[src/rtl/clos_prio_ctrl.sv]
// clos_prio_ctrl: round-robin priority pointer generator for the per-output
// arbiters of one Clos node stage. Each output k keeps a pointer that drives
// the node's external priority input. The pointer advances on an accepted
// transfer, on a starvation event, or on a global period tick. Initial
// pointers are staggered so that outputs do not favour the same input in
// lockstep.
module clos_prio_ctrl #(
  parameter int unsigned NumIn       = 4,
  parameter int unsigned NumOut      = 4,
  parameter int unsigned StallThresh = 8,
  parameter int unsigned Period      = 0,
  parameter bit          StaggerOn   = 1'b1,
  localparam int unsigned IdxW       = $clog2(NumIn)
) (
  input  logic                   clk_i,
  input  logic                   rst_ni,
  input  logic                   en_i,
  input  logic                   flush_i,
  input  logic [NumOut-1:0]      req_i,
  input  logic [NumOut-1:0]      gnt_i,
  output logic [NumOut*IdxW-1:0] rr_o,
  output logic [NumOut-1:0]      starve_o,
  output logic                   tick_o
);

  // A disabled threshold or period still needs a 1-bit counter to keep the
  // declarations legal. In that case the counter is held at zero.
  localparam int unsigned SW = (StallThresh == 0) ? 1 : $clog2(StallThresh + 1);
  localparam int unsigned PW = (Period == 0) ? 1 : $clog2(Period + 1);
  localparam logic [SW-1:0] THR_LAST = SW'((StallThresh == 0) ? 0 : StallThresh - 1);
  localparam logic [PW-1:0] PER_LAST = PW'((Period == 0) ? 0 : Period - 1);

  if (NumIn < 2 || (NumIn & (NumIn - 1)) != 0) begin : g_bad_num_in
    $fatal(1, "clos_prio_ctrl: NumIn must be a power of two and >= 2");
  end
  if (NumOut < 1 || (NumOut & (NumOut - 1)) != 0) begin : g_bad_num_out
    $fatal(1, "clos_prio_ctrl: NumOut must be a power of two");
  end

  logic [IdxW-1:0] ptr       [NumOut];
  logic [SW-1:0]   stall_cnt [NumOut];
  logic [PW-1:0]   per_cnt;

  logic [NumOut-1:0] adv;
  logic [NumOut-1:0] starve_hit;
  logic [SW-1:0]     stall_nxt [NumOut];
  logic              tick_fire;
  logic [PW-1:0]     per_nxt;

  // Next-state decode: the period tick, and the per-output handshake and
  // starvation. All advance causes are ORed so that a pointer steps by one.
  always_comb begin
    // NOTE: every combinational output gets a default first, so that no path
    // leaves it unassigned and infers a latch.
    tick_fire = 1'b0;
    per_nxt   = '0;
    if (Period != 0) begin
      tick_fire = (per_cnt == PER_LAST);
      per_nxt   = tick_fire ? '0 : per_cnt + PW'(1);
    end
    for (int k = 0; k < NumOut; k++) begin
      adv[k]        = 1'b0;
      starve_hit[k] = 1'b0;
      stall_nxt[k]  = '0;
      if (req_i[k] && gnt_i[k]) begin
        adv[k] = 1'b1;
      end else if (req_i[k] && StallThresh != 0) begin
        if (stall_cnt[k] == THR_LAST) starve_hit[k] = 1'b1;
        else                          stall_nxt[k]  = stall_cnt[k] + SW'(1);
      end
      adv[k] = adv[k] | starve_hit[k] | tick_fire;
    end
  end

  // State registers. Reset and flush share one path, and flush also acts
  // while the block is disabled.
  always_ff @(posedge clk_i) begin
    // NOTE: sequential state uses only non-blocking assignments, so every
    // register samples values from before this clock edge.
    if (!rst_ni || flush_i) begin
      // NOTE: ptr and stall_cnt are small flop arrays, not RAM. Every entry is
      // reset explicitly in this loop.
      for (int k = 0; k < NumOut; k++) begin
        ptr[k]       <= StaggerOn ? IdxW'(k % NumIn) : '0;
        stall_cnt[k] <= '0;
      end
      per_cnt  <= '0;
      starve_o <= '0;
      tick_o   <= 1'b0;
    end else if (en_i) begin
      for (int k = 0; k < NumOut; k++) begin
        if (adv[k]) ptr[k] <= ptr[k] + IdxW'(1);
        stall_cnt[k] <= stall_nxt[k];
      end
      per_cnt  <= per_nxt;
      starve_o <= starve_hit;
      tick_o   <= tick_fire;
    end else begin
      starve_o <= '0;
      tick_o   <= 1'b0;
    end
  end

  for (genvar k = 0; k < NumOut; k++) begin : g_rr
    assign rr_o[k*IdxW +: IdxW] = ptr[k];
  end

endmodule

[config.mk]
export PLATFORM = sky130hd
export DESIGN_NAME = clos_prio_ctrl
export DESIGN_NICKNAME = d
export VERILOG_FILES = /design/src/rtl/clos_prio_ctrl.sv
export SDC_FILE = /design/constraint.sdc
export NUM_CORES = 1
export LEC_CHECK = 0
export ABC_AREA = 1
export BUFFER_PORTS_ARGS = -buffer_cell sky130_fd_sc_hd__buf_2
export CAP_MARGIN = 10
export CORE_ASPECT_RATIO = 0.9
export CORE_UTILIZATION = 42
export CTS_CLUSTER_DIAMETER = 60
export CTS_CLUSTER_SIZE = 12
export DETAILED_ROUTE_END_ITERATION = 16
export SYNTH_ARGS = -nofsm -noshare
export SYNTH_HDL_FRONTEND = slang
export SYNTH_SLANG_ARGS = --single-unit
[constraint.sdc]
create_clock -name clk_i -period 3.05 [get_ports clk_i]
set_clock_uncertainty 0.05 [all_clocks]
set_input_delay 0.61 -clock clk_i [delete_from_list [all_inputs] [get_ports clk_i]]
set_output_delay 0.61 -clock clk_i [all_outputs]
set_load 0.02 [all_outputs]
==> run summary <==
The run finished with clean final reports. The number of port buffers is 23. The relative slew slack came out at 0.5617.

The worst-case IR drop observed on VDD is 0.2099 mV. The sequential fraction of the synthesis area came out at 0.5776. The critical path buffer and inverter count came out at 1. The first-pass iteration count of the detailed router came out at 4. The startpoint type of the worst setup path is a flip-flop.

The quantity of hold-fixing buffers added after cts came out at 0. STA classifies the critical path endpoint as a primary output. Traced cell by cell, the critical path runs through buf_2.

Timing analysis after detailed placement gives a worst setup slack of 1.129 ns. The actual slew at the worst max-slew pin is 0.6559 ns. The clock tree from TritonCTS is done. In this run, post-CTS repair resized a total of 0 instances. The final net count is 183. The logic depth of the worst setup path including buffers is 1. For this design, the slowest cell found on the critical path is edfxtp_1. Setup violations remaining at the end of the flow were counted as 0.

The initial standard-cell utilization of the core came out at 0.4486. In this run the clock root is driven by a clkbuf_4. The internal power of the cells totals 0.4940 mW. The first-pass GRT wire length is 3857 um. The cell family contributing the most delay on the critical path is flip-flops. The total negative slack for setup checks came out at 0 ns. The routed layout has 986 vias. The endpoint identified for the worst register-to-register timing path is ptr[2][0]$_SDFFCE_PN0P_. The data arrival time of the critical path came out at 0.96 ns. The clock share of power is 0.221. The count of endpoints failing hold in the final timing report is 0. The die extent in x is about 63 um. The total count of max-transition violations in the final report is 0. For this run, global-route usage on met3 was measured as 0.02642. At the end of routability-driven placement, the weighted congestion stood at 0.7628. The layout overhead on the synthesized area is 13.18%. The sequential group share of total power is 0.687. The area inside the core boundary came out at about 0.003 sq mm.

The overall global routing resource usage is 0.1397. Tracing the worst setup path back leads to its startpoint at ptr[3][0]$_SDFFCE_PN1P_. The number of CTS-inserted buffers is 3.

The largest net degree at the start of global routing is 17. For this design the total switching power over the nets is 0.1428 mW. Setup repair after global routing left no endpoint under its margin.

The met2 routing resource usage after global routing came out at 0.2345. The routing usage on met1 is 0.1800. After global routing, the most crowded layer is met2. The count of buffers added by post-CTS timing repair for setup is 0. The deepest clock path buffer count is 2.

After global routing the overflow that remains totals 0. Of the post-synthesis cell area, the dominant cell type holds 0.5199. The number of distinct library cells after synthesis is 16. The number of placement rows came out at 19. The routed length per instance came out at about 11 um.

The synthesized design spends more area on one cell type than any other, namely edfxtp_1. The floorplan die area is ~0.0035 sq mm. For this design the ratio of total power to cell area is 405.8 mW/mm^2. Based on the critical path, the design can be clocked at up to slightly above 600 MHz.

The yosys synthesis warning count came out at 0. The share of total power dissipated in combinational logic is 0.092. The startpoint of the most critical register-to-register path is stall_cnt[2][0]$_SDFFCE_PP0P_. The overall power of the completed layout is 0.6368 mW. The net count after synthesis is ~160. The stage delay of the slowest cell on the critical path came out at around 0.46 ns. The logic depth of the worst register-to-register path is 5. The worst hold path belongs to the class input pin to flip-flop. The netlist area before placement is 0.001386 sq mm.

The critical path is of the flip-flop to primary output type. The slack of the worst reg-to-reg path is 1.61 ns. In this run the number of H-tree levels came out at 1.

The total clock sinks is 28. After clock tree synthesis, the clock-pin slew on the worst setup and hold paths is 0.13 ns. In this run the worst path has a maximum fanout of 3. The sum of net half-perimeters after detailed placement is 1764 um. The critical path capture point is rr_o[6]. In this run, synthesis produced a sequential element count of 28. The initial antenna violation count is 0.

The clock latency on the worst-skew pair came out at 0.31 ns. The cell count after synthesis came out at 140. Across the run, the number of max-cap violations was 0. The number of DRC violations after detailed routing came out at 0. Setup slack closes at 1.435 ns. The post-synthesis area per instance came out at 9.902 sq um. After synthesis, the cell types taking the most area are edfxtp_1, nor2_1, nand3_1. The count of nets left with antenna violations once routing finished came out at 0. The time the worst path needs with I/O delays and setup came out at 1.615 ns.

After detailed routing, the total wire length is roughly 2200 um. The via count of the first global-routing pass came out at 930. 25 I/O pins were placed. The detailed-route vias per instance came out at 4.763. In this run the static leakage power is 0.6585 nW.

The endpoint required time on the critical path is 2.39 ns. The fraction of layout instances using a drive strength above 1 came out at 0.2000. The switching part of the total is 0.2243.

After the first detailed-routing iteration, the DRC count stood at 45. The die is 56.51 um tall. The number of antenna diodes in the final layout is 0. Dividing the final minimum period by the clock period gives 0.5296.
cell families (layout without fill, tap and decap cells):
| logic type | after synthesis | count (layout) | share of synthesized area |
|---|---|---|---|
| buffers and inverters | 19 | 44 | 0.05415 |
| XOR/XNOR | 8 | 8 | 0.05054 |
| AND/OR/NAND/NOR | 80 | 80 | 0.2789 |
| adder cells (fa/ha/maj) | 4 | 4 | 0.03610 |
| flip-flops | 28 | 28 | 0.5776 |
| other | 1 | 1 | 0.002705 |
routing by layer:
metal | vias to the layer above | part of all wire | routed length [um]
met5 | - | 0 | 0
met4 | 0 | 0.0059 | 13
met3 | 2 | 0.032 | 71
met2 | 19 | 0.48 | 1049
met1 | 448 | 0.49 | 1070
li1 | 517 | - | -
placed cells by master (no fill, tap or decap), types with 2 or more instances in the layout:
cell type   n
buf_2      23
clkbuf_4    3
dfxtp_1     4
edfxtp_1   24
ha_1        4
inv_1      18
nand2_1    23
nand3_1    18
nand3_2     3
nand4_1     6
nor2_1     25
nor2_4      2
xnor2_1     8
synth_stat cells:
master	number
conb_1	1
ha_1	4
nand2_1	23
edfxtp_1	24
nor3b_2	1
nand4_1	6
nor3b_1	1
nand3_2	3
nor2_2	1
dfxtp_1	4
nor2_4	2
buf_4	1
inv_1	18
nand3_1	18
xnor2_1	8
nor2_1	25
how the worst min path moves through the flow:
| stage | start | endpoint | slack [ns] | cells past startpoint |
|---|---|---|---|---|
| 6_report | gnt_i[2] | starve_o[2]$_SDFF_PP0_ | 0.42 | 2 |
| 2_1_floorplan | stall_cnt[1][3]$_SDFFCE_PP0P_ | starve_o[1]$_SDFF_PP0_ | 0.50 | 3 |
| 3_5_place_dp | ptr[2][1]$_SDFFCE_PN1P_ | ptr[2][1]$_SDFFCE_PN1P_ | 0.54 | 2 |
| 5_1_grt | gnt_i[2] | starve_o[2]$_SDFF_PP0_ | 0.39 | 2 |
| 3_3_place_gp | ptr[2][1]$_SDFFCE_PN1P_ | ptr[2][1]$_SDFFCE_PN1P_ | 0.53 | 2 |
| 4_1_cts | gnt_i[2] | starve_o[2]$_SDFF_PP0_ | 0.41 | 2 |
power groups by stage:
stage | clock [mW] | combinational (mW) | sequential, mW
2_1_floorplan | 0 | 0.0351 | 0.448
3_3_place_gp | 0 | 0.0576 | 0.445
3_5_place_dp | 0 | 0.0587 | 0.446
4_1_cts | 0.148 | 0.0591 | 0.437
5_1_grt | 0.163 | 0.0665 | 0.440
6_report | 0.141 | 0.0586 | 0.437
layout make-up:
cell class	count	area, sq um
Timing Repair Buffer	23	115.1
Multi-Input combinational cell	93	510.5
Inverter	18	67.56
Clock buffer	3	22.52
Fill cell	305	1521
Tap cell	42	52.55
Sequential cell	28	800.8
through the flow:
stage	instance area, sq um	util	instances	hold slack (ns)
after floorplan	1386	-	140	0.4992
after global placement	1546	0.5004	204	0.5285
after detailed placement	1546	0.5004	204	0.5360
after CTS	1569	0.5077	207	0.4077
after global routing	1569	0.5077	207	0.3918
final	1569	0.5077	207	0.4185
flip-flops by register name (all words and copies together) (netlist names):
name,flops
starve_o,4
ptr,8
stall_cnt,16
worst register-to-register path: stages, from the launching register on:
cell and delay, ns:
edfxtp_1 0.46, ha_1 0.26, nand3_1 0.17, nand2_1 0.12, nand3_1 0.08, nand2_1 0.08
(Power assumes the default switching activity.)
